`src/rtl/ram_fill_check_pkg.sv`:
```
// ram_fill_check_pkg: shared constants for the RAM fill/check block.
// Holds the 3-bit state encodings, default geometry and the debug trigger
// bus bit map used when RAM_FILL_ILA_EN is defined.
package ram_fill_check_pkg;

   localparam logic [2:0] ST_IDLE  = 3'd0;
   localparam logic [2:0] ST_WRITE = 3'd1;
   localparam logic [2:0] ST_READ  = 3'd2;
   localparam logic [2:0] ST_DRAIN = 3'd3;
   localparam logic [2:0] ST_DONE  = 3'd4;

   localparam int ADDR_W_DEF = 5;
   localparam int DATA_W_DEF = 8;

   // Trigger bus layout assumes the default 5-bit address / 8-bit data geometry.
   localparam int TRIG_W          = 36;
   localparam int TRIG_WR_ADDR_LO = 0;
   localparam int TRIG_WR_ADDR_HI = 4;
   localparam int TRIG_WR_DATA_LO = 5;
   localparam int TRIG_WR_DATA_HI = 12;
   localparam int TRIG_WR_EN      = 13;
   localparam int TRIG_RD_ADDR_LO = 14;
   localparam int TRIG_RD_ADDR_HI = 18;
   localparam int TRIG_RD_DATA_LO = 19;
   localparam int TRIG_RD_DATA_HI = 26;
   localparam int TRIG_ERR_LO     = 27;
   localparam int TRIG_ERR_HI     = 32;
   localparam int TRIG_STATE_LO   = 33;
   localparam int TRIG_STATE_HI   = 35;

endpackage

```
`src/rtl/ram_fill_cmp.sv`:
```
// ram_fill_cmp: read-back comparator. Registers a 1-cycle delayed valid flag
// and expected word alongside each read request so they line up with the
// RAM's 1-cycle read latency, and counts mismatching words.
module ram_fill_cmp
   import ram_fill_check_pkg::*;
#(
   parameter int ADDR_W = ADDR_W_DEF,
   parameter int DATA_W = DATA_W_DEF
) (
   input  logic              sysclk,
   input  logic              rst_n,
   input  logic              clr,
   input  logic              rd_req,
   input  logic [DATA_W-1:0] rd_exp,
   input  logic [DATA_W-1:0] rd_data,
   output logic [ADDR_W:0]   err_cnt_nxt,
   output logic [ADDR_W:0]   err_cnt
);

   logic              vld_q, vld_d;
   logic [DATA_W-1:0] exp_q, exp_d;
   logic [ADDR_W:0]   err_cnt_q, err_cnt_d;

   // Delay the request by one cycle and compare against the returned word.
   always_comb begin
      vld_d     = clr ? 1'b0 : rd_req;
      exp_d     = rd_req ? rd_exp : '0;
      err_cnt_d = err_cnt_q;
      if (clr) begin
         err_cnt_d = '0;
      end else if (vld_q && (rd_data != exp_q)) begin
         err_cnt_d = err_cnt_q + (ADDR_W+1)'(1);
      end
   end

   // Compare pipeline and error counter registers.
   always_ff @(posedge sysclk or negedge rst_n) begin
      if (!rst_n) begin
         vld_q     <= 1'b0;
         exp_q     <= '0;
         err_cnt_q <= '0;
      end else begin
         vld_q     <= vld_d;
         exp_q     <= exp_d;
         err_cnt_q <= err_cnt_d;
      end
   end

   assign err_cnt_nxt = err_cnt_d;
   assign err_cnt     = err_cnt_q;

endmodule

```
`src/rtl/ram_fill_check.sv`:
```
// ram_fill_check: fills a simple-dual-port RAM with (SEED + addr), reads it
// back and reports pass/fail plus a mismatch count.
// Optional debug cores: define RAM_FILL_ILA_EN to attach chipscope_icon /
// chipscope_ila on sysclk; behaviour is unchanged either way.
//
// state    | meaning
// ---------+-----------------------------------------------
// IDLE     | waiting for start after reset
// WRITE    | writing pattern to every address via port A
// READ     | issuing reads for every address via port B
// DRAIN    | last read word returns and is compared
// DONE     | result valid; start launches a new run
module ram_fill_check
   import ram_fill_check_pkg::*;
#(
   parameter int                 ADDR_W = ADDR_W_DEF,
   parameter int                 DATA_W = DATA_W_DEF,
   parameter logic [DATA_W-1:0]  SEED   = '0
) (
   input  logic              sysclk,
   input  logic              rst_n,
   input  logic              start,
   output logic              busy,
   output logic              done,
   output logic              pass,
   output logic [ADDR_W:0]   err_cnt,
   output logic              wr_en,
   output logic [ADDR_W-1:0] wr_addr,
   output logic [DATA_W-1:0] wr_data,
   output logic [ADDR_W-1:0] rd_addr,
   input  logic [DATA_W-1:0] rd_data
);

   localparam logic [ADDR_W-1:0] LAST_ADDR = '1;

   logic [2:0]        state_q, state_d;
   logic [ADDR_W-1:0] cnt_q, cnt_d;
   logic              busy_q, busy_d;
   logic              done_q, done_d;
   logic              pass_q, pass_d;
   logic              wr_en_q, wr_en_d;
   logic [ADDR_W-1:0] wr_addr_q, wr_addr_d;
   logic [DATA_W-1:0] wr_data_q, wr_data_d;
   logic [ADDR_W-1:0] rd_addr_q, rd_addr_d;
   logic              clr;
   logic              rd_req;
   logic [DATA_W-1:0] rd_exp;
   logic [ADDR_W:0]   err_cnt_nxt;

   // Next state and address counter; counter wraps to 0 after the last address.
   always_comb begin
      state_d = state_q;
      cnt_d   = cnt_q;
      clr     = 1'b0;
      case (state_q)
         ST_IDLE, ST_DONE: begin
            if (start) begin
               state_d = ST_WRITE;
               cnt_d   = '0;
               clr     = 1'b1;
            end
         end
         ST_WRITE: begin
            cnt_d = cnt_q + ADDR_W'(1);
            if (cnt_q == LAST_ADDR) state_d = ST_READ;
         end
         ST_READ: begin
            cnt_d = cnt_q + ADDR_W'(1);
            if (cnt_q == LAST_ADDR) state_d = ST_DRAIN;
         end
         ST_DRAIN: state_d = ST_DONE;
         default:  state_d = ST_IDLE;
      endcase
   end

   // Outputs are decoded from next state so the registered copies line up
   // with the state they describe.
   always_comb begin
      wr_en_d   = (state_d == ST_WRITE);
      wr_addr_d = wr_en_d ? cnt_d : '0;
      wr_data_d = wr_en_d ? (SEED + DATA_W'(cnt_d)) : '0;
      rd_addr_d = (state_d == ST_READ) ? cnt_d : '0;
      busy_d    = (state_d == ST_WRITE) || (state_d == ST_READ) || (state_d == ST_DRAIN);
      done_d    = (state_d == ST_DONE);
      pass_d    = done_d && (err_cnt_nxt == '0);
   end

   // The word requested this cycle is what the RAM returns next cycle.
   assign rd_req = (state_q == ST_READ);
   assign rd_exp = SEED + DATA_W'(cnt_q);

   // FSM, counter and registered outputs.
   always_ff @(posedge sysclk or negedge rst_n) begin
      if (!rst_n) begin
         state_q   <= ST_IDLE;
         cnt_q     <= '0;
         busy_q    <= 1'b0;
         done_q    <= 1'b0;
         pass_q    <= 1'b0;
         wr_en_q   <= 1'b0;
         wr_addr_q <= '0;
         wr_data_q <= '0;
         rd_addr_q <= '0;
      end else begin
         state_q   <= state_d;
         cnt_q     <= cnt_d;
         busy_q    <= busy_d;
         done_q    <= done_d;
         pass_q    <= pass_d;
         wr_en_q   <= wr_en_d;
         wr_addr_q <= wr_addr_d;
         wr_data_q <= wr_data_d;
         rd_addr_q <= rd_addr_d;
      end
   end

   ram_fill_cmp #(
      .ADDR_W (ADDR_W),
      .DATA_W (DATA_W)
   ) u_cmp (
      .sysclk      (sysclk),
      .rst_n       (rst_n),
      .clr         (clr),
      .rd_req      (rd_req),
      .rd_exp      (rd_exp),
      .rd_data     (rd_data),
      .err_cnt_nxt (err_cnt_nxt),
      .err_cnt     (err_cnt)
   );

   assign busy    = busy_q;
   assign done    = done_q;
   assign pass    = pass_q;
   assign wr_en   = wr_en_q;
   assign wr_addr = wr_addr_q;
   assign wr_data = wr_data_q;
   assign rd_addr = rd_addr_q;

`ifdef RAM_FILL_ILA_EN
   logic [35:0]       ila_control;
   logic [TRIG_W-1:0] ila_trig0;

   // Pack the debug trigger bus; unused bits stay 0.
   always_comb begin
      ila_trig0 = '0;
      ila_trig0[TRIG_WR_ADDR_HI:TRIG_WR_ADDR_LO] = wr_addr_q;
      ila_trig0[TRIG_WR_DATA_HI:TRIG_WR_DATA_LO] = wr_data_q;
      ila_trig0[TRIG_WR_EN]                      = wr_en_q;
      ila_trig0[TRIG_RD_ADDR_HI:TRIG_RD_ADDR_LO] = rd_addr_q;
      ila_trig0[TRIG_RD_DATA_HI:TRIG_RD_DATA_LO] = rd_data;
      ila_trig0[TRIG_ERR_HI:TRIG_ERR_LO]         = err_cnt;
      ila_trig0[TRIG_STATE_HI:TRIG_STATE_LO]     = state_q;
   end

   chipscope_icon u_icon (
      .CONTROL0 (ila_control)
   );

   chipscope_ila u_ila (
      .CONTROL (ila_control),
      .CLK     (sysclk),
      .TRIG0   (ila_trig0)
   );
`endif

endmodule

```
`config.mk`:
```
export PLATFORM = sky130hd
export DESIGN_NAME = ram_fill_check
export DESIGN_NICKNAME = d
export VERILOG_FILES = /design/src/rtl/ram_fill_check_pkg.sv /design/src/rtl/ram_fill_cmp.sv /design/src/rtl/ram_fill_check.sv
export SDC_FILE = /design/constraint.sdc
export NUM_CORES = 1
export LEC_CHECK = 0
export CAP_MARGIN = 10
export CORE_MARGIN = 3
export CORE_UTILIZATION = 44
export DETAILED_ROUTE_END_ITERATION = 10
export PLACE_DENSITY = 0.75
export REMOVE_ABC_BUFFERS = 1
export SETUP_SLACK_MARGIN = 0.2
export SYNTH_ARGS = -nofsm -noshare
export SYNTH_HDL_FRONTEND = slang
export SYNTH_SLANG_ARGS = --single-unit
```
`constraint.sdc`:
```
create_clock -name sysclk -period 1.8 [get_ports sysclk]
set_input_delay 0.36 -clock sysclk [delete_from_list [all_inputs] [get_ports sysclk]]
set_output_delay 0.36 -clock sysclk [all_outputs]
set_load 0.01 [all_outputs]
```
* Word-level counts from Yosys, hierarchy flattened
Cells that the tools add are included.
** Word-level totals
- Register bits :: 42
- Input port bits :: 11
- Logic and storage cells :: 47
** Cells by class
- Add/sub/neg operators :: 2
- Eq/ne operators :: 10
- Mux-type cells :: 15
- Reductions and logical operators :: 8
** Operators with widths (count)
- 2-to-1 mux 5 bit :: 5
- == test 3 x 2 -> 1 bit (second input constant) :: 4
- 2-to-1 mux 6 bit :: 2
- one-hot mux 3 bit (4 select lines) :: 1
- one-hot mux 5 bit (2 select lines) :: 1
- 2-to-1 mux 3 bit :: 3
- inequality test 8 bit :: 1
- adder 6 x 1 -> 6 bit (second input constant) :: 1
- == test 3 x 1 -> 1 bit (second input constant) :: 2
- == test 3 bit (second input constant) :: 2
- zero test 6 bit :: 1
- adder 5 x 1 -> 5 bit (second input constant) :: 1
- == test 5 bit (second input constant) :: 1
- OR reduction 2 bit :: 2
- zero test 3 bit :: 1
- 2-to-1 mux 1 bit :: 3
- logical AND 1 bit :: 2
- logical OR 1 bit :: 2

* Longest topological paths before layout
Gate-level depths: netlist of the first run.
- Depth in word-level cells :: 6
- Mapped depth :: 10
- Gate-level depth less buffers :: 10

* Hierarchy
From an unflattened synthesis of the first run, not the netlist that was laid out.
** Second synthesis, totals
- Cells, all modules :: 157
- Area, all modules :: 1721.7 um2
** Modules (own cells, without submodules)
- ram_fill_check :: area each 1039.7 um2, cells each 97, instances 1
- ram_fill_cmp :: area each 681.9 um2, cells each 60, instances 1

* Worst setup path before layout of the first run
No wires, ideal clock.
- Path kind :: reg-to-reg
- Start :: register u_cmp.exp_q[3]
- End :: register pass_q (netlist: pass)
- Arrival :: 1.773 ns
- Buffers on the path :: 0
- Period minus slack after synthesis :: 1.869 ns
- Slack :: -0.069 ns
- Cell stages (with the launch flop) :: 7
- Cells stage by stage :: dfrtp_1 > xor2_1 > nor4_4 > a2111o_1 > nand2_1 > or4b_1 > nor4_2
** Between the ends
- Longest elaborated chain between the ends :: 6
** RTL lines
- start: declaration :: line ram_fill_cmp.sv:21 : logic [DATA_W-1:0] exp_q, exp_d;
- start signal: assignment :: line ram_fill_cmp.sv:44 : exp_q <= exp_d;
- inequality test 8 bit :: line ram_fill_cmp.sv:31 : end else if (vld_q && (rd_data != exp_q)) begin
- logical AND 1 bit :: line ram_fill_cmp.sv:31
- 2-to-1 mux 6 bit :: line ram_fill_cmp.sv:31
- 2-to-1 mux 6 bit :: line ram_fill_cmp.sv:29 : if (clr) begin
- net err_cnt_nxt[3] :: line ram_fill_check.sv:48 : logic [ADDR_W:0] err_cnt_nxt;
- zero test 6 bit :: line ram_fill_check.sv:85 : pass_d = done_d && (err_cnt_nxt == '0);
- logical AND 1 bit :: line ram_fill_check.sv:85
- net pass_d :: line ram_fill_check.sv:40 : logic pass_q, pass_d;
- end signal: assignment :: line ram_fill_check.sv:109 : pass_q <= pass_d;
- end: declaration :: line ram_fill_check.sv:40
The timed path passes the listed nets, and every way through them passes these cells.

* Worst setup path in the final report of the first run
- Start :: input port rd_data[4]
- End :: register pass_q (netlist: pass)
** Between the ends
- Longest elaborated chain between the ends :: 6
** RTL lines
- start: declaration :: line ram_fill_check.sv:31 : input logic [DATA_W-1:0] rd_data
- inequality test 8 bit :: line ram_fill_cmp.sv:31
- logical AND 1 bit :: line ram_fill_cmp.sv:31
- 2-to-1 mux 6 bit :: line ram_fill_cmp.sv:31
- 2-to-1 mux 6 bit :: line ram_fill_cmp.sv:29
- net err_cnt_nxt[3] :: line ram_fill_check.sv:48
- zero test 6 bit :: line ram_fill_check.sv:85
- logical AND 1 bit :: line ram_fill_check.sv:85
- net pass_d :: line ram_fill_check.sv:40
The timed path passes the listed nets, and every way through them passes these cells.

==> results of run 1 <==
[how the worst min path moves through the flow]
stage	slack [ps]	start	end	depth (start not counted)
floorplan	60	rst_n	busy	0
global placement	510	cnt_q[4]	u_cmp.exp_q[4]	1
detailed placement	520	cnt_q[4]	u_cmp.exp_q[4]	1
CTS	430	rst_n	u_cmp.err_cnt[3]	2
global route	450	rst_n	cnt_q[3]	2
finish	440	rst_n	busy	2
[kinds of logic (layout without fill, tap and decap cells)]
group | after synthesis | after routing | share of synthesized area
buf+inv | 24 | 88 | 0.0874
other cells | 1 | 3 | 0.00238
simple gates | 51 | 51 | 0.195
flops | 34 | 34 | 0.540
fa+ha+maj | 3 | 3 | 0.0238
mux | 2 | 2 | 0.0135
compound gates | 18 | 18 | 0.0770
xor+xnor | 11 | 11 | 0.0612
[stage by stage]
stage               hold WS [ps]  power, W
floorplan                   64.4   0.00180
global placement             508   0.00249
detailed placement           516   0.00255
CTS                          431   0.00315
global route                 449   0.00376
finish                       439   0.00352
[timing repair]
item,in CTS,in global routing
gates resized for setup,45,40
pin swaps,9,14
buffers inserted,7,6
endpoints found under the setup margin,36,28
[cells in the final DEF (no fill, tap or decap), types with 2 or more instances in the layout]
master	count
sky130_fd_sc_hd__a21oi_2	4
sky130_fd_sc_hd__conb_1	3
sky130_fd_sc_hd__a32o_1	2
sky130_fd_sc_hd__and2_1	5
sky130_fd_sc_hd__xnor2_1	2
sky130_fd_sc_hd__nor2_4	3
sky130_fd_sc_hd__nand3_1	3
sky130_fd_sc_hd__and3_4	2
sky130_fd_sc_hd__buf_6	7
sky130_fd_sc_hd__nor2_2	5
sky130_fd_sc_hd__xor2_2	4
sky130_fd_sc_hd__xor2_1	3
sky130_fd_sc_hd__inv_1	11
sky130_fd_sc_hd__xnor2_2	2
sky130_fd_sc_hd__clkdlybuf4s50_1	7
sky130_fd_sc_hd__nor2_1	9
sky130_fd_sc_hd__nand2_1	7
sky130_fd_sc_hd__nor4_4	2
sky130_fd_sc_hd__dfrtp_1	32
sky130_fd_sc_hd__o21ai_1	2
sky130_fd_sc_hd__dfrtp_2	2
sky130_fd_sc_hd__a21oi_4	3
sky130_fd_sc_hd__clkbuf_4	5
sky130_fd_sc_hd__dlymetal6s2s_1	8
sky130_fd_sc_hd__nand4_1	2
sky130_fd_sc_hd__dlygate4sd2_1	20
sky130_fd_sc_hd__buf_4	25
[metal layers]
metal  vias to the layer above  GRT usage
li1                        597          -
met1                       611      0.221
met2                        42      0.307
met3                         6     0.0680
met4                         0     0.0648
met5                         -          0
[worst register-to-register path: cells and delay by family, from the launching register on]
family	cells	cell delay, ps
XOR/XNOR	1	160
flip-flops	1	400
AND/OR/NAND/NOR	4	1020
AO/OA/AOI/OAI	1	190
[power by group through the flow]
stage	Sequential (W)	Clock, W	Combinational [W]
2_1_floorplan	0.00123	0	0.000568
3_3_place_gp	0.00114	0	0.00136
3_5_place_dp	0.00115	0	0.00140
4_1_cts	0.00114	0.000457	0.00155
5_1_grt	0.00119	0.000492	0.00208
6_report	0.00117	0.000442	0.00191
[cell type report]
class | instances | area share
clock buffers | 6 | 0.0211
clock inverters | 2 | 0.00515
inverters | 13 | 0.0211
multi-input cells | 88 | 0.326
flip-flops and latches | 34 | 0.351
well taps | 46 | 0.0237
repair buffers | 67 | 0.252
[registers in the layout, indices dropped and copies added, names as in the netlist]
register and flops:
u_cmp.err_cnt 6, rd_addr 5, u_cmp.vld_q 1, cnt_q 5, state_q 3, pass 1, u_cmp.exp_q 5, wr_data 5
wr_en 1, done 1, busy 1
==> results by group, run 1 <==
Power and ir drop
  • P_sw: 0.00137 W
  • Worst ir drop on vdd: 0.00101 V
  • Fraction of power spent switching nets: 0.390
  • Internal power: 0.00214 W
  • Fraction of power consumed by the clock network: 0.126
  • Sequential share of power: 0.332
  • LEAKAGE: 1.28 nW
  • PD cells: 1450 nW/um^2
  • Comb power frac: 0.543

STA
  • Fin crit period: 1860 ps
  • Share of the clock period used by the worst path after layout: 1.03
  • Maximum clock skew at final layout: 17.2 ps
  • RSZ-0062 raised after global routing: yes
  • Final WS setup: -61.5 ps
  • Total setup violations reported at the end of the flow: 1
  • Final number of hold-violating endpoints: 0
  • Fmax achieved: 537 MHz
  • Final Slew Violations: 0
  • Aggregate negative setup slack: -61.5 ps

Critical path
  • Count of buffering cells on the critical path with inverters included: 1
  • Worst setup slack for register-to-register paths: -40 ps
  • Setup Crit Path Kind: in -> reg
  • Instance count on the critical path: 7
  • Worst Setup End Kind: flop
  • Kind of start point of the critical path: input pin
  • Crit path max-delay cell type: sky130_fd_sc_hd__or4b_4
  • Largest fanout of any net on the critical path: 4
  • Required @ worst endpoint: 2050 ps
  • Count of cells along the worst register-to-register path: 6
  • Cell breakdown of the critical path: clkdlybuf4s50_1, xor2_1, nor4_4, a2111o_1, nand2_1, or4b_4, nor4_2
  • Terminus of the critical flop-to-flop path: pass
  • Worst path top cell family by delay: simple AND/OR/NAND/NOR gates
  • Longest individual stage delay on the worst path: 490 ps
  • Reg-to-reg critical path startpoint: u_cmp.exp_q[3]
  • Arrival @ worst endpoint: 2110 ps
  • CP Launch Point: rd_data[4]
  • Worst Setup EP: pass

Drt
  • Count of vias placed by the detailed router: 1,256
  • Top routing layer in use: met4
  • Remaining routing DRC violations: 0
  • First drt pass iteration count: 4
  • Wire per inst: 14.2 um
  • Drt initial violations: 45
  • Average vias per placed instance: 4.91
  • Total Wirelength: 3.63 mm
  • Sum of met3 wire segment lengths after detailed routing: 195 um
  • Wire length the detailed router placed on met1: 1.54 mm
  • Routed met2 length: 1.87 mm
  • Final ANT Viol Nets: 0

Final layout
  • Antenna Diode Count: 0
  • Filler-free cell count of the finished design: 256
  • Sequential cell area: 853 um^2
  • Layout area overhead: 54.2%
  • Final core utilization: 0.717
  • Summed area of non-filler cells in the final layout: 2430 um^2
  • Final #Nets: 223
  • Filler instances: 251
  • Share of final-layout standard cells stronger than drive strength 1: 0.395
  • Multi-input gate area in the final layout: 791 um^2

Job
  • Max Cap Viol: 0

Floorplan
  • Total number of placement rows: 21
  • Top-Level Pins: 39
  • Area enclosed by the die boundary: 4330 um^2
  • Std-Cell Core Area: 3390 um^2
  • Overall die height: 65.8 um
  • Overall die width: 65.8 um
  • Initial cell density of the core: 0.465

Logic synthesis
  • Synthesis warning total: 0
  • Top area cells in the synthesized netlist: sky130_fd_sc_hd__dfrtp_1 (54%), sky130_fd_sc_hd__nor2_1 (4.1%), sky130_fd_sc_hd__xor2_1 (3.9%), sky130_fd_sc_hd__buf_4 (3.8%), sky130_fd_sc_hd__inv_1 (3.1%)
  • Area share of the largest cell type after synthesis: 0.540
  • Netlist Area Pre-Place: 1580 um^2
  • Flip-flop cell with the highest count after synthesis: sky130_fd_sc_hd__dfrtp_1
  • Post-Syn Instances: 144
  • Mean post-synth cell area: 10.9 um^2
  • Most frequent cells after synthesis: sky130_fd_sc_hd__dfrtp_1 (34), sky130_fd_sc_hd__nor2_1 (17), sky130_fd_sc_hd__inv_1 (13)
  • Distinct cells, synth: 38
  • Sequential fraction of the synthesis area: 0.540
  • Synthesis-stage register bit count: 34
  • Number of enable-type register cells in the synthesized netlist: 0
  • Count leader, synth: sky130_fd_sc_hd__dfrtp_1
  • Cell type contributing the most total cell area after synthesis: sky130_fd_sc_hd__dfrtp_1
  • Async set-reset flop share out of synthesis: 1.00

Min path
  • Path class of the lowest-slack min-delay path: in -> async

Placed design
  • Number of placed instances, taps included: 235
  • Routability Congestion: 0.855
  • Instance area at placement: 2040 um^2
  • Number of port buffers: 35
  • Half-perimeter wire length after detailed placement: 2.38 mm
  • Worst slack after detailed placement: -529 ps

Clocking
  • CTS root buffer: sky130_fd_sc_hd__clkbuf_4
  • Worst-skew pair later-pin latency: 330 ps
  • Clock Pin Slew Worst Setup and Hold Paths: 110 ps
  • Cts-stage hold buffer count: 0
  • CTS sink cnt: 34
  • TritonCTS buffer count: 5
  • Longest Clk Path Bufs: 2
  • CTS tree: yes
  • Number of levels in the clock H-tree: 2

Global routing
  • Pin count of the biggest net entering global routing: 35
  • GRT Overall Usage: 0.185
  • Number of antenna violations at the first check in global routing: 0
  • Number of global-route vias before repair: 1,325
  • First-pass GRT wire length: 5.98 mm
  • Overflow left after global routing: 0

Status
  • Violated checks: negative setup slack
  • Run status: finished, violations left
Power figures use the tool's default switching activity.
==> inputs of run 2 (changes only) <==
--- a/config.mk
+++ b/config.mk
@@ -6,7 +6,6 @@
 export NUM_CORES = 1
 export LEC_CHECK = 0
 export CAP_MARGIN = 10
-export CORE_MARGIN = 3
 export CORE_UTILIZATION = 44
 export DETAILED_ROUTE_END_ITERATION = 10
 export PLACE_DENSITY = 0.75
@@ -15,3 +14,4 @@
 export SYNTH_ARGS = -nofsm -noshare
 export SYNTH_HDL_FRONTEND = slang
 export SYNTH_SLANG_ARGS = --single-unit
+export TNS_END_PERCENT = 5
==> results by group, run 2 (synthesized netlist as in run 1, its figures left out) <==
Critical path
  • Required @ worst endpoint: 2050 ps (about the same)
  • Largest fanout of any net on the critical path: 4 (unchanged)
  • Worst setup slack for register-to-register paths: -110 ps (was -40 ps)
  • Setup Crit Path Kind: in -> reg (unchanged)
  • Worst Setup End Kind: flop (unchanged)
  • Terminus of the critical flop-to-flop path: pass (unchanged)
  • Reg-to-reg critical path startpoint: u_cmp.exp_q[3] (unchanged)
  • Count of cells along the worst register-to-register path: 6 (unchanged)
  • Arrival @ worst endpoint: 2160 ps (was 2110 ps)
  • Kind of start point of the critical path: input pin (unchanged)

Global routing
  • Pin count of the biggest net entering global routing: 35 (unchanged)
  • First-pass GRT wire length: 5.53 mm (was 5.98 mm)
  • Overflow left after global routing: 0 (unchanged)
  • Number of antenna violations at the first check in global routing: 0 (unchanged)
  • GRT Overall Usage: 0.207 (was 0.185)
  • Number of global-route vias before repair: 1,261 (was 1,325)

STA
  • Fmax achieved: 525 MHz (was 537 MHz)
  • RSZ-0062 raised after global routing: yes (unchanged)
  • Share of the clock period used by the worst path after layout: 1.06 (was 1.03)
  • Final number of hold-violating endpoints: 0 (unchanged)
  • Final Slew Violations: 0 (unchanged)
  • Maximum clock skew at final layout: 9.02 ps (was 17.2 ps)
  • Fin crit period: 1910 ps (was 1860 ps)
  • Total setup violations reported at the end of the flow: 1 (unchanged)
  • Final WS setup: -105 ps (was -61.5 ps)

Power and ir drop
  • Worst ir drop on vdd: 0.00100 V (was 0.00101 V)
  • LEAKAGE: 1.19 nW (was 1.28 nW)
  • Power, Total: 0.00321 W (was 0.00352 W)
  • PD cells: 1440 nW/um^2 (was 1450 nW/um^2)

Placed design
  • Routability Congestion: 0.815 (was 0.855)
  • Half-perimeter wire length after detailed placement: 2.44 mm (was 2.38 mm)
  • Number of port buffers: 35 (unchanged)
  • Instance area at placement: 2060 um^2 (was 2040 um^2)
  • Number of placed instances, taps included: 237 (was 235)

Clocking
  • Number of levels in the clock H-tree: 2 (unchanged)
  • Clock Pin Slew Worst Setup and Hold Paths: 100 ps (was 110 ps)
  • Longest Clk Path Bufs: 2 (unchanged)
  • CTS root buffer: sky130_fd_sc_hd__clkbuf_4 (unchanged)
  • Worst-skew pair later-pin latency: 330 ps (about the same)
  • CTS sink cnt: 34 (unchanged)
  • CTS tree: yes (unchanged)
  • TritonCTS buffer count: 5 (unchanged)
  • Number of post-CTS setup repair buffers: 0 (was 7)

Final layout
  • Summed area of non-filler cells in the final layout: 2240 um^2 (was 2430 um^2)
  • Max reg flops: 6 (unchanged)
  • Top library cells by usage in the layout, fill and taps aside: sky130_fd_sc_hd__dfrtp_1 (34), sky130_fd_sc_hd__buf_4 (18), sky130_fd_sc_hd__dlygate4sd2_1 (16), sky130_fd_sc_hd__nor2_1 (13), sky130_fd_sc_hd__clkdlybuf4s50_1 (12) (was sky130_fd_sc_hd__dfrtp_1 (32), sky130_fd_sc_hd__buf_4 (25), sky130_fd_sc_hd__dlygate4sd2_1 (20), sky130_fd_sc_hd__inv_1 (11), sky130_fd_sc_hd__nor2_1 (9))
  • Share of final-layout standard cells stronger than drive strength 1: 0.286 (was 0.395)
  • Layout area overhead: 41.9% (was 54.2%)
  • Most common library cell in the layout ignoring fill and taps: sky130_fd_sc_hd__dfrtp_1 (unchanged)
  • Filler instances: 285 (was 251)
  • Antenna Diode Count: 0 (unchanged)
  • Final #Nets: 212 (was 223)
  • Filler-free cell count of the finished design: 245 (was 256)

Floorplan
  • Overall die width: 61.8 um (was 65.8 um)
  • Area enclosed by the die boundary: 3820 um^2 (was 4330 um^2)
  • Std-Cell Core Area: 3390 um^2 (unchanged)
  • Top-Level Pins: 39 (unchanged)
  • Initial cell density of the core: 0.465 (unchanged)
  • Overall die height: 61.8 um (was 65.8 um)
  • Total number of placement rows: 21 (unchanged)

Drt
  • Drt initial violations: 64 (was 45)
  • Wire per inst: 14.3 um (was 14.2 um)
  • Average vias per placed instance: 5.02 (was 4.91)
  • Total Wirelength: 3.50 mm (was 3.63 mm)
  • Remaining routing DRC violations: 0 (unchanged)
  • Count of vias placed by the detailed router: 1,230 (was 1,256)
  • First drt pass iteration count: 4 (unchanged)
  • Final ANT Viol Nets: 0 (unchanged)

Status
  • Run status: finished, violations left (unchanged)
  • Violated checks: negative setup slack (unchanged)

Min path
  • Path class of the lowest-slack min-delay path: in -> async (unchanged)

Job
  • Max Cap Viol: 0 (unchanged)
-- run 2: cell types whose count changed in the layout (fill, tap and decap cells not counted), sizes merged --
cell and change:
dlygate4sd2 -4, dlymetal6s2s -1, buf -11, clkinvlp -1, clkbuf +1, clkdlybuf4s50 +5
-- run 2: power by group --
group          switching [W]  internal [W]  leakage, nW  total (W)
clock               0.000249      0.000189       0.0353   0.000438
combinational       0.000838      0.000797        0.701    0.00163
sequential          0.000161      0.000981        0.455    0.00114
-- run 2: layout make-up --
| type | instances | area, um^2 | area share |
|---|---|---|---|
| flip-flops and latches | 34 | 851 | 0.381 |
| well taps | 46 | 57.6 | 0.0257 |
| multi-input cells | 88 | 699 | 0.313 |
| repair buffers | 56 | 517 | 0.231 |
| clock inverters | 1 | 5.00 | 0.00224 |
| inverters | 13 | 51.3 | 0.0229 |
| clock buffers | 7 | 55.1 | 0.0246 |
-- run 2: worst max-delay path: stages --
cell	delay, ps
sky130_fd_sc_hd__clkdlybuf4s50_1	470
sky130_fd_sc_hd__xor2_1	250
sky130_fd_sc_hd__nor4_4	100
sky130_fd_sc_hd__nand2_1	120
sky130_fd_sc_hd__buf_4	140
sky130_fd_sc_hd__nor3_1	50
sky130_fd_sc_hd__or4b_4	530
sky130_fd_sc_hd__nor4_2	130
-- run 2: metrics by stage --
step / util / TNS [ps] / hold slack (ps) / worst slack, ps
after detailed placement: 0.608 / -2120 / 522 / -531
after CTS: 0.645 / -120 / 436 / -120
after global routing: 0.660 / -569 / 456 / -144
after global placement: 0.608 / -1600 / 510 / -503
final: 0.660 / -105 / 428 / -105
after floorplan: - / -330 / 64.4 / -68.7
-- run 2: how the worst max path moves through the flow --
stage                               from    to  depth (start not counted)
after floorplan           u_cmp.exp_q[3]  pass                          6
after global placement        rd_data[3]  pass                          7
after detailed placement      rd_data[3]  pass                          7
after CTS                     rd_data[2]  pass                          7
after global routing      u_cmp.exp_q[3]  pass                          6
final                         rd_data[0]  pass                          8
-- run 2: routing by layer --
layer | track usage | vias up | routed length, um
li1 | - | 577 | -
met1 | 0.222 | 599 | 1400
met2 | 0.386 | 49 | 1840
met3 | 0.0683 | 5 | 225
met4 | 0.0571 | 0 | 40
met5 | 0 | - | 0
-- run 2: timing repair --
| item | CTS | global route |
|---|---|---|
| gates resized for setup | 40 | 14 |
| setup endpoints to repair | 34 | 27 |
| hold buffers | 0 | 0 |
| gates cloned | 0 | 0 |
| pin swaps | 13 | 14 |
==> inputs of run 3 (changes only) <==
--- a/config.mk
+++ b/config.mk
@@ -11,6 +11,7 @@
 export PLACE_DENSITY = 0.75
 export REMOVE_ABC_BUFFERS = 1
 export SETUP_SLACK_MARGIN = 0.2
+export SLEW_MARGIN = 20
 export SYNTH_ARGS = -nofsm -noshare
 export SYNTH_HDL_FRONTEND = slang
 export SYNTH_SLANG_ARGS = --single-unit
==> results of run 3 <==
No change in the layout: final DEF, timing and power equal those of run 2.
